[config.mk]
export PLATFORM = sky130hd
export DESIGN_NAME = if_stage
export DESIGN_NICKNAME = d
export VERILOG_FILES = /design/src/rtl/if_stage_pkg.sv /design/src/rtl/if_stage_instcycle_cnt.sv /design/src/rtl/if_stage.sv
export SDC_FILE = /design/constraint.sdc
export NUM_CORES = 1
export LEC_CHECK = 0
export BUFFER_PORTS_ARGS = -buffer_cell sky130_fd_sc_hd__buf_4
export CAP_MARGIN = 5
export CORE_ASPECT_RATIO = 1.5
export CORE_MARGIN = 2
export CORE_UTILIZATION = 47
export DETAILED_ROUTE_END_ITERATION = 12
export MAX_ROUTING_LAYER = met4
export PLACE_DENSITY_LB_ADDON = 0.3
export REMOVE_ABC_BUFFERS = 1
export SLEW_MARGIN = 25
export SYNTH_ARGS = -nofsm -noshare
export SYNTH_HDL_FRONTEND = slang
export SYNTH_HIERARCHICAL = 1
export SYNTH_SLANG_ARGS = --single-unit
[constraint.sdc]
create_clock -name clk -period 6.9 [get_ports clk]
set_clock_uncertainty 0.1 [all_clocks]
set_input_delay 0.345 -clock clk [delete_from_list [all_inputs] [get_ports clk]]
set_output_delay 0.345 -clock clk [all_outputs]
set_load 0.005 [all_outputs]
[src/rtl/if_stage_pkg.sv]
// if_stage_pkg
// Constants and helpers shared by the instruction-fetch stage and by the later
// stages that compare against the same instruction-cycle count values.
//   - Bus widths (BUS_8/BUS_32/BUS_64) and the instruction width (INST_W)
//   - Default reset PC and the CYCLE_LEN / ID_CNT / WB_CNT count values
//   - pc_sel_e: source of the next PC at the end of an instruction cycle
//   - select_word(): picks the 32-bit instruction out of a fetched doubleword
package if_stage_pkg;

  localparam int BUS_8  = 8;
  localparam int BUS_32 = 32;
  localparam int BUS_64 = 64;
  localparam int INST_W = 32;

  localparam logic [BUS_64-1:0] RESET_PC_DEF  = 64'h0000_0000_8000_0000;
  localparam int                CYCLE_LEN_DEF = 8;
  localparam int                ID_CNT_DEF    = 4;
  localparam int                WB_CNT_DEF    = 7;

  // Count values with a fixed role regardless of cycle length.
  localparam logic [BUS_8-1:0] CNT_LAUNCH = 8'd0;
  localparam logic [BUS_8-1:0] CNT_FETCH  = 8'd1;

  typedef enum logic [1:0] {
    PC_HOLD,
    PC_SEQ,
    PC_JUMP
  } pc_sel_e;

  // The fetch bus returns an aligned doubleword; pc[2] selects which half
  // holds the instruction.
  function automatic logic [INST_W-1:0] select_word(input logic             upper,
                                                    input logic [BUS_64-1:0] dword);
    return upper ? dword[63:32] : dword[31:0];
  endfunction

endpackage

[src/rtl/if_stage_instcycle_cnt.sv]
// instcycle_cnt
// Per-instruction phase counter shared by every pipeline stage.
// Ports:
//   clk, rst      : clock, synchronous active-high reset
//   fetch_done    : the fetch at count 1 completed this cycle (allows 1 -> 2)
//   stall         : holds the count while it is in ID_CNT+1..WB_CNT
//   cnt           : current count, 0..CYCLE_LEN-1
//   wrap          : strobe, high in the cycle that leaves WB_CNT for 0
module instcycle_cnt
  import if_stage_pkg::*;
#(
  parameter int CYCLE_LEN = CYCLE_LEN_DEF,
  parameter int ID_CNT    = ID_CNT_DEF,
  parameter int WB_CNT    = WB_CNT_DEF
) (
  input  logic             clk,
  input  logic             rst,
  input  logic             fetch_done,
  input  logic             stall,
  output logic [BUS_8-1:0] cnt,
  output logic             wrap
);

  localparam logic [BUS_8-1:0] ID8   = BUS_8'(ID_CNT);
  localparam logic [BUS_8-1:0] WB8   = BUS_8'(WB_CNT);
  localparam logic [BUS_8-1:0] LAST8 = BUS_8'(CYCLE_LEN - 1);

  logic in_stall_window;

  assign in_stall_window = (cnt > ID8) && (cnt <= WB8);
  assign wrap            = (cnt == WB8) && !stall;

  // Count 1 waits for the fetch (a faulted fetch never completes, so the
  // counter parks there), the post-decode window honours stall, and every
  // other count advances unconditionally. The final branch also keeps the
  // count inside 0..CYCLE_LEN-1 if WB_CNT is not the last value.
  always_ff @(posedge clk) begin
    if (rst) begin
      cnt <= CNT_LAUNCH;
    end else if (cnt == CNT_FETCH) begin
      if (fetch_done) cnt <= cnt + 8'd1;
    end else if (in_stall_window) begin
      if (!stall) cnt <= (cnt == WB8) ? CNT_LAUNCH : cnt + 8'd1;
    end else if (cnt >= LAST8) begin
      cnt <= CNT_LAUNCH;
    end else begin
      cnt <= cnt + 8'd1;
    end
  end

endmodule

[src/rtl/if_stage.sv]
// if_stage
// Instruction-fetch stage of the multi-cycle RV64 core. Owns the architectural
// PC and the instruction-cycle counter; fetches one instruction per cycle.
// Ports:
//   clk, rst           : clock, synchronous active-high reset
//   instcycle_cnt_val  : current phase of the instruction cycle
//   pc                 : address of the instruction held in inst
//   inst, inst_valid   : fetched instruction and its valid flag
//   if_req, if_addr    : fetch request and 8-byte-aligned fetch address
//   if_ack, if_rdata   : memory acknowledge and returned doubleword
//   jmp_en, jmp_addr   : redirect from execute, honoured only at WB_CNT
//   stall              : holds the counter in ID_CNT+1..WB_CNT
//   fetch_fault        : sticky misaligned-PC flag, cleared only by rst
module if_stage
  import if_stage_pkg::*;
#(
  parameter logic [63:0] RESET_PC  = RESET_PC_DEF,
  parameter int          CYCLE_LEN = CYCLE_LEN_DEF,
  parameter int          ID_CNT    = ID_CNT_DEF,
  parameter int          WB_CNT    = WB_CNT_DEF
) (
  input  logic              clk,
  input  logic              rst,
  output logic [BUS_8-1:0]  instcycle_cnt_val,
  output logic [BUS_64-1:0] pc,
  output logic [INST_W-1:0] inst,
  output logic              inst_valid,
  output logic              if_req,
  output logic [BUS_64-1:0] if_addr,
  input  logic              if_ack,
  input  logic [BUS_64-1:0] if_rdata,
  input  logic              jmp_en,
  input  logic [BUS_64-1:0] jmp_addr,
  input  logic              stall,
  output logic              fetch_fault
);

  logic    fetch_phase;
  logic    misaligned;
  logic    fetch_done;
  logic    wrap;
  logic    unused_jmp_lsb;
  pc_sel_e pc_sel;

  assign fetch_phase    = (instcycle_cnt_val == CNT_FETCH);
  assign misaligned     = (pc[1:0] != 2'b00);
  assign if_req         = fetch_phase && !misaligned;
  assign if_addr        = {pc[63:3], 3'b000};
  assign fetch_done     = if_req && if_ack;
  assign unused_jmp_lsb = jmp_addr[0];

  instcycle_cnt #(
    .CYCLE_LEN (CYCLE_LEN),
    .ID_CNT    (ID_CNT),
    .WB_CNT    (WB_CNT)
  ) u_cnt (
    .clk        (clk),
    .rst        (rst),
    .fetch_done (fetch_done),
    .stall      (stall),
    .cnt        (instcycle_cnt_val),
    .wrap       (wrap)
  );

  // The PC only moves on the WB_CNT -> 0 edge; a redirect wins over
  // sequential flow and has its bit 0 cleared like a JALR target.
  always_comb begin
    pc_sel = PC_HOLD;
    if (wrap) pc_sel = jmp_en ? PC_JUMP : PC_SEQ;
  end

  // Architectural PC register; pc + 4 wraps naturally at 64 bits.
  always_ff @(posedge clk) begin
    if (rst) begin
      pc <= RESET_PC;
    end else begin
      case (pc_sel)
        PC_SEQ:  pc <= pc + 64'd4;
        PC_JUMP: pc <= {jmp_addr[63:1], 1'b0};
        default: pc <= pc;
      endcase
    end
  end

  // Instruction latch: captured only on an acknowledged fetch, so acks
  // arriving at other counts (or after a reset) leave inst untouched.
  // inst_valid drops together with the PC update.
  always_ff @(posedge clk) begin
    if (rst) begin
      inst       <= '0;
      inst_valid <= 1'b0;
    end else if (fetch_done) begin
      inst       <= select_word(pc[2], if_rdata);
      inst_valid <= 1'b1;
    end else if (wrap) begin
      inst_valid <= 1'b0;
    end
  end

  // A misaligned PC at fetch time raises the fault; it stays set until reset
  // while the counter is parked at count 1.
  always_ff @(posedge clk) begin
    if (rst) begin
      fetch_fault <= 1'b0;
    end else if (fetch_phase && misaligned) begin
      fetch_fault <= 1'b1;
    end
  end

endmodule
==> results of run 1 <==
==> cells in the final DEF (no fill, tap or decap), types with 7 or more instances in the layout <==
master and instances:
a32o_1 10, conb_1 8, or4_1 11, and3_1 23, o211ai_1 15, nand4_1 35
a21o_1 7, o31ai_1 11, a211oi_1 36, a31oi_1 20, nor4_1 9, nor3_1 23
nand3_1 39, or3_1 7, clkbuf_16 9, buf_4 309, nand2_1 54, a22oi_1 20
dfxtp_1 104, mux2i_1 40, o21ai_0 32, nor2_1 86, inv_1 14, a21oi_1 36
==> area by class of cell <==
cell class                      count  area, sq um  share of cell area (%)
Clock buffer                        9          225                    2.52
Timing Repair Buffer              309         2320                    25.9
Sequential cell                   105         2100                    23.5
Clock inverter                      7         86.3                   0.965
Tap cell                          192          240                    2.68
Inverter                           16         60.1                   0.671
Multi-Input combinational cell    610         3910                    43.7
==> power by group <==
part,total [mW],switching (mW),internal [mW]
clock network,0.551,0.261,0.290
registers,0.611,0.00284,0.608
logic,0.117,0.0507,0.0665
==> kinds of logic after synthesis <==
family	Yosys count
AOI/OAI and AO/OA	223
xor gates and xnor gates	1
adders and majority gates	4
buffers and inverters	139
DFF	105
muxes	40
other	2
and+or+nand+nor	334
==> worst reg2reg max path: cells and delay by family (launching register included) <==
kind	cells	cell delay, ps
AOI/OAI and AO/OA	2	420
adders and majority gates	1	380
DFF	1	320
and+or+nand+nor	3	1240
buffers and inverters	1	490
==> sequential cells by signal, summed over array words and instances (netlist names) <==
name,flops
fetch_fault,1
inst,32
inst_valid,1
pc,63
u_cnt/cnt,8
==> per-stage QoR <==
stage	hold WS [ps]	power (mW)	util, %	setup slack, ps	std cells
2_1_floorplan	314	0.653	-	1370	731
3_3_place_gp	363	0.741	61.4	3900	1232
3_5_place_dp	385	0.742	61.4	3840	1232
4_1_cts	101	1.28	63.6	3830	1248
5_1_grt	115	1.32	63.6	3580	1248
6_report	112	1.28	63.6	3860	1248
==> worst max path at each step <==
stage | startpoint | to | slack, ps | cells past startpoint
2_1_floorplan | u_cnt/cnt[0]$_SDFFE_PP0P_ | pc[35]$_SDFFE_PP0P_ | 1370 | 8
3_3_place_gp | u_cnt/cnt[0]$_SDFFE_PP0P_ | pc[53]$_SDFFE_PP0P_ | 3900 | 9
3_5_place_dp | pc[2]$_SDFFE_PP0P_ | pc[26]$_SDFFE_PP0P_ | 3840 | 7
4_1_cts | pc[2]$_SDFFE_PP0P_ | pc[26]$_SDFFE_PP0P_ | 3830 | 7
5_1_grt | u_cnt/cnt[0]$_SDFFE_PP0P_ | pc[53]$_SDFFE_PP0P_ | 3580 | 9
6_report | pc[2]$_SDFFE_PP0P_ | pc[26]$_SDFFE_PP0P_ | 3860 | 7
==> layer usage <==
metal  vias to the layer above  track usage [%]  wire (um)
li1                       3548                -          -
met1                      3477             33.6       8170
met2                       440             51.6      11900
met3                        46             5.72       2260
met4                         0             11.5        710
met5                         -                -          0
==> flow_metrics.tcl, run 1 <==
set metrics [dict create \
    numCtsBuffers 9 \
    ant_nets 0 \
    grt_use_total_pct 29.8 \
    min_to "pc[63]$_SDFFE_PP0P_" \
    synth_compound_area_share_pct 22.9 \
    synth-simple-area-share_pct 27.2 \
    nFillCells 1308 \
    final.setup.tns_ps 0 \
    fin_crit_ps 3040 \
    synth_area_leader_cell "dfxtp_1" \
    cp_slowest_stage_delay_ps 520 \
    diodes 0 \
    dpl_cell_area_sq_um 8630 \
    gp_congestion 0.933 \
    ys.flop_type "dfxtp_1" \
    outcome "complete, no violations" \
    worst-setup-path-type "reg -> reg" \
    cp_slowest_cell "or3_1" \
    setup_viol 0 \
    fp.coreArea_sq_um 14100 \
    hold_violations 0 \
    first_pass_iters 5 \
    ys_seq_elements 105 \
    synth_xor_area_share_pct 0.129 \
    viasPerCell 6.02 \
    dieHeight_um 151 \
    synth_common_cells "dfxtp_1 (105), nor2_1 (86), buf_4 (66)" \
    grt_pass1_vias 6779 \
    reg2reg_to "pc[26]$_SDFFE_PP0P_" \
    io_buffers 298 \
    slew_headroom_pct 38.4 \
    cts.reportedPaths.clkPinSlew_ps 80 \
    routedWlPerCell_um 18.4 \
    crit_chain "buf_4, ha_1, nand4_1, or3_1, nor3_1, o21ai_0, a32o_1" \
    cts_resized 0 \
    cp-end-kind "flop" \
    max-vdd-ir-drop_mv 0.111 \
    worstPathArrival_ps 3190 \
    cp.required_ps 7050 \
    cp_max_fo 39 \
    rr_worst_depth 7 \
    grt_pass1_wl_um 35100 \
    cts_tree "yes" \
    antenna_found_initial 0 \
    synth_top_family_by_area "simple AND/OR/NAND/NOR gates" \
    synth-edff-count 0 \
    worstHoldStart "jmp_addr[63]" \
    dp_hpwl_um 16700 \
    die_w_um 102 \
    synthAdderAreaFrac_pct 0.737 \
    drtIter0Drc 458 \
    start_util_pct 48.3 \
    post-cts-setup-buffers 0 \
    grt-ovfl-total 0 \
    grt_max_degree 69 \
    ys_seq_area_share_pct 31.0 \
    syn_avg_cell_area_sq_um 8.01 \
    drive_gt1_share_pct 33.2 \
    drc 0 \
    worst_pin_slew_ps 924 \
    htreeDepth 3 \
    fin_crit_sh_pct 44.1 \
    syn_to_final_growth_pct 31.8 \
    synthTopCellsByArea "dfxtp_1 (31%), buf_4 (7.3%), mux2i_1 (5.9%)" \
    total_leakage_power_nw 3.60 \
    dieArea_sq_um 15400 \
    fin_nets 1188 \
    min_path_cells 3 \
    r2r-start "pc[2]$_SDFFE_PP0P_" \
    fmax_mhz 329 \
    async_flop_share_pct 0 \
    clk_latency_ps 350 \
    ys_types 71 \
    rrSetupSlack_ps 3860 \
    syn_area_sq_um 6790 \
    drv_slew 0 \
    final_cell_area_sq_um 8950 \
    wl_um 23000 \
    cts.sinks 105 \
    rsz0062_at_grt "false" \
    cts_buffer_depth 2 \
    vias 7511 \
    ys_warn_count 6 \
    crit_buf_inv 1 \
    start_kind "flop" \
    synthCells 848 \
    pin_count 304 \
    p_per_area_nw_per_um2 143 \
    root_buffer "clkbuf_16" \
    synth.mux.area_fraction_pct 5.90 \
    hold_path.class "in -> reg" \
    synth.most_common_cell "dfxtp_1" \
    path_delay_family "simple AND/OR/NAND/NOR gates" \
    synth_top_area_share_pct 31.0 \
    postCtsHoldBufs 0 \
    num_rows 53 \
    cap_violations 0 \
]
Power figures use the tool's default switching activity.
==> run 2, diff against run 1 <==
clock period = 3.1 ns   (was 6.9 ns; I/O delays follow)
==> flow_metrics.tcl, run 2 (same netlist as run 1, synthesis figures left out) <==
set metrics [dict create \
    finalNonFillerCells 1289 \
    p_per_area_nw_per_um2 312 \
    final_cell_mix "buf_4 (335), dfxtp_1 (104), nor2_1 (86), nand2_1 (54), mux2i_1 (40)" \
    dieHeight_um 151 \
    cts_tree "yes" \
    top_regs "pc x63, inst x32, u_cnt/cnt x8" \
    slew_headroom_pct 53.3 \
    r2r-start "pc[2]$_SDFFE_PP0P_" \
    setup_viol 0 \
    clk_latency_ps 350 \
    top_layer_used "met4" \
    htreeDepth 3 \
    cap_violations 0 \
    outcome "complete, no violations" \
    cp_max_fo 11 \
    drc 0 \
    fin_crit_ps 2690 \
    reg2reg_to "pc[26]$_SDFFE_PP0P_" \
    grt-ovfl-total 0 \
    cts_buffer_depth 2 \
    top_register "pc" \
    viasPerCell 5.92 \
    pin_count 304 \
    wl_met1_um 8760 \
    worstHoldStart "jmp_addr[31]" \
    drive_gt1_share_pct 34.5 \
    cts.reportedPaths.clkPinSlew_ps 80 \
    io_buffers 298 \
    min_to "pc[31]$_SDFFE_PP1P_" \
    dp_cells 1259 \
    drtIter0Drc 506 \
    fmax_mhz 372 \
    vias 7630 \
    grt_pass1_wl_um 35900 \
    largest_reg_flops 63 \
    diodes 0 \
    wl_met3_um 1920 \
    start_kind "flop" \
    max-vdd-ir-drop_mv 0.288 \
    num_rows 53 \
    hold_violations 0 \
    start_util_pct 48.3 \
    worst_pin_slew_ps 695 \
    root_buffer "clkbuf_16" \
    total_leakage_power_nw 3.78 \
    worstPathArrival_ps 2830 \
    fp.coreArea_sq_um 14100 \
    dieArea_sq_um 15400 \
    grt_use_total_pct 30.5 \
    ant_nets 0 \
    rsz0062_at_grt "false" \
    antenna_found_initial 0 \
    layout_commonest_cell "buf_4" \
    cp-end-kind "flop" \
    cts_resized 0 \
    grt_max_degree 69 \
    grt_pass1_vias 7011 \
    gp_congestion 0.962 \
    cts.sinks 105 \
    wl_um 24000 \
    dp_hpwl_um 17900 \
    rrSetupSlack_ps 410 \
    fin_nets 1229 \
    drv_slew 0 \
    numCtsBuffers 9 \
    die_w_um 102 \
    rr_worst_depth 6 \
    hold_path.class "in -> reg" \
    syn_to_final_growth_pct 37.1 \
    min_path_cells 3 \
    routedWlPerCell_um 18.6 \
    fin_crit_sh_pct 86.8 \
    met2_length_um 12200 \
    cp.required_ps 3240 \
    first_pass_iters 8 \
    final.setup.tns_ps 0 \
    worst-setup-path-type "reg -> reg" \
]
run 2: cell count changes in the layout (fill, tap and decap cells not counted), sizes merged:
cell,delta
clkinv,-2
bufinv,+1
buf,+27
clkinvlp,+2
dlygate4sd3,+14
inv,-1
run 2: report_power, final:
group | total, mW | switching (mW) | internal, mW
clock | 1.26 | 0.546 | 0.714
combinational | 0.284 | 0.122 | 0.162
sequential | 1.36 | 0.00644 | 1.35
run 2: layout make-up:
| class | instances | area, sq um |
|---|---|---|
| Clock buffer | 9 | 225 |
| Clock inverter | 7 | 100 |
| Fill cell | 1280 | 4750 |
| Inverter | 16 | 60.1 |
| Multi-Input combinational cell | 610 | 3910 |
| Sequential cell | 105 | 2100 |
| Tap cell | 192 | 240 |
| Timing Repair Buffer | 350 | 2680 |
run 2: worst max path at each step:
stage                         startpoint                  end  slack (ps)  cells past startpoint
2_1_floorplan  u_cnt/cnt[0]$_SDFFE_PP0P_  pc[35]$_SDFFE_PP0P_       -2430                      8
3_3_place_gp          pc[2]$_SDFFE_PP0P_  pc[26]$_SDFFE_PP0P_         570                      6
3_5_place_dp          pc[2]$_SDFFE_PP0P_  pc[26]$_SDFFE_PP0P_         480                      6
4_1_cts               pc[2]$_SDFFE_PP0P_  pc[26]$_SDFFE_PP0P_         460                      6
5_1_grt        u_cnt/cnt[3]$_SDFFE_PP0P_  pc[53]$_SDFFE_PP0P_         270                      9
6_report              pc[2]$_SDFFE_PP0P_  pc[26]$_SDFFE_PP0P_         410                      6
run 2: stage by stage:
| step | instance area [sq um] | hold slack, ps | util [%] | setup WS [ps] | power, mW |
|---|---|---|---|---|---|
| final | 9310 | 8.43 | 66.2 | 409 | 2.90 |
| after global routing | 9310 | 22.1 | 66.2 | 272 | 3.00 |
| after CTS | 9310 | 5.64 | 66.2 | 459 | 2.92 |
| after detailed placement | 8840 | 280 | 62.9 | 479 | 1.66 |
| after global placement | 8840 | 274 | 62.9 | 565 | 1.66 |
| after floorplan | 6050 | 124 | - | -2430 | 1.45 |
run 2: critical path: stages (launching register included):
cell	delay [ps]
dfxtp_2	530
ha_1	310
nand4_1	240
or3_1	510
nor3_1	470
o21ai_0	160
a32o_1	270
run 2: metal layers:
| layer | vias to the layer above | track usage [%] |
|---|---|---|
| met1 | 3490 | 34.5 |
| met4 | 0 | 14.9 |
| met2 | 428 | 52.2 |
| met5 | - | - |
| li1 | 3634 | - |
| met3 | 78 | 4.66 |
run 2: timing repair:
| item | CTS | global route |
|---|---|---|
| setup endpoints to repair | 0 | 0 |
| buffers inserted | 0 | 0 |
| hold endpoints to repair | 14 | 0 |
| hold buffers | 14 | 0 |
==> run 3, diff against run 2 <==
CELL_PAD_IN_SITES_DETAIL_PLACEMENT = 1   (was default)
CELL_PAD_IN_SITES_GLOBAL_PLACEMENT = 1   (was default)
CORE_UTILIZATION = 34   (was 47)
==> flow_metrics.tcl, run 3 (same netlist as run 1, synthesis figures left out) <==
set metrics [dict create \
    hold_violations 0 \
    ant_nets 0 \
    root_buffer "clkbuf_16" \
    largest_reg_flops 63 \
    setup_viol 0 \
    syn_to_final_growth_pct 39.7 \
    final_cell_area_sq_um 9490 \
    dieArea_sq_um 21100 \
    drv_slew 0 \
    grt-ovfl-total 0 \
    vias 7817 \
    final_cell_mix "buf_4 (337), dfxtp_1 (104), nor2_1 (86), nand2_1 (54), mux2i_1 (40)" \
    start_util_pct 34.5 \
    dp_hpwl_um 20700 \
    cp_slowest_stage_delay_ps 520 \
    max-vdd-ir-drop_mv 0.206 \
    cts.reportedPaths.clkPinSlew_ps 80 \
    p_per_area_nw_per_um2 310 \
    start_kind "flop" \
    io_buffers 298 \
    worst-setup-path-type "reg -> reg" \
    crit_chain "ha_1, nand4_1, or3_1, nor3_1, buf_4, o21ai_0, a32o_1" \
    drtIter0Drc 404 \
    total_leakage_power_nw 3.84 \
    htreeDepth 3 \
    wl_um 27900 \
    grt_use_total_pct 26.8 \
    diodes 0 \
    top_regs "pc x63, inst x32, u_cnt/cnt x8" \
    routedWlPerCell_um 20.4 \
    pin_count 304 \
    top_register "pc" \
    rrSetupSlack_ps 520 \
    gp_congestion 0.905 \
    path_depth 7 \
    cp.required_ps 3260 \
    fin_crit_sh_pct 83.3 \
    fmax_mhz 387 \
    drc 0 \
    cp-startpoint "pc[3]$_SDFFE_PP0P_" \
    grt_pass1_wl_um 43100 \
    layout_commonest_cell "buf_4" \
    drive_gt1_share_pct 34.4 \
    first_pass_iters 5 \
    worstPathArrival_ps 2750 \
    worst_pin_slew_ps 768 \
    rr_worst_depth 7 \
    outcome "complete, no violations" \
    cts.sinks 105 \
    cp_slowest_cell "or3_1" \
    die_w_um 119 \
    clk_latency_ps 370 \
    cts_buffer_depth 2 \
    cap_violations 0 \
    cp_max_fo 7 \
    worstHoldStart "jmp_addr[48]" \
    path_delay_family "simple AND/OR/NAND/NOR gates" \
    fp.coreArea_sq_um 19700 \
    antenna_found_initial 0 \
    final.setup.tns_ps 0 \
    crit_buf_inv 1 \
    num_rows 63 \
    dieHeight_um 177 \
    nFillCells 2412 \
    cp-end-kind "flop" \
    slew_headroom_pct 48.8 \
    cts_resized 0 \
    viasPerCell 5.72 \
    grt_pass1_vias 8063 \
    numCtsBuffers 9 \
    holdWs_ps 13.2 \
    min_path_cells 4 \
    rsz0062_at_grt "false" \
    dpl_cell_area_sq_um 8960 \
    r2r-start "pc[3]$_SDFFE_PP0P_" \
    grt_max_degree 64 \
    fin_nets 1238 \
    cts_tree "yes" \
    fin_crit_ps 2580 \
    hold_path.class "in -> reg" \
]
-- run 3: changes by cell type in the layout (fill, tap and decap cells not counted), sizes merged --
cell / delta
clkinvlp: -3
inv: -3
clkinv: +4
clkbuf: +2
dlygate4sd3: +6
buf: +3
-- run 3: layer usage --
metal  vias to the layer above  track usage, %  part of all wire, %
li1                       3638               -                    -
met1                      3770            28.3                   37
met2                       355            48.3                   52
met3                        54            5.25                  7.2
met4                         0            11.6                  3.3
met5                         -               -                    0
-- run 3: power breakdown --
group | switching [mW] | internal, mW
sequential | 0.00651 | 1.35
combinational | 0.127 | 0.165
clock | 0.556 | 0.730
-- run 3: timing repair --
item / in CTS / in global routing
buffers inserted: 0 / 0
hold buffers: 20 / 0
hold endpoints to repair: 20 / 0
-- run 3: area by class of cell --
class                      count  area [sq um]  share of cell area, %
clock buffer                  11           243                   2.56
clock inverter                 5          78.8                  0.831
inverter                      16          60.1                  0.633
multi-input combinational    610          3910                   41.2
sequential                   105          2100                   22.2
tap                          260           325                   3.43
timing repair buffer         359          2770                   29.2
-- run 3: worst paths after layout --
kind,endpoint
min,pc[48]$_SDFFE_PP0P_
max reg2reg,pc[26]$_SDFFE_PP0P_
max,pc[26]$_SDFFE_PP0P_
min reg2reg,fetch_fault$_SDFFE_PP0P_
-- run 3: worst reg2reg max path: cells and delay by family, from the launching register on --
kind	cells	cell delay (ps)
flops	1	470
simple gates	3	1090
compound gates	2	350
fa+ha+maj	1	300
buf+inv	1	180
-- run 3: per-stage QoR --
step,setup slack (ps),power [mW],instances,utilization [%]
6_report,516,2.94,1366,48.1
5_1_grt,406,3.03,1366,48.1
4_1_cts,514,2.97,1366,48.1
3_5_place_dp,522,1.66,1330,45.5
3_3_place_gp,564,1.66,1330,45.5
2_1_floorplan,-2430,1.45,731,-
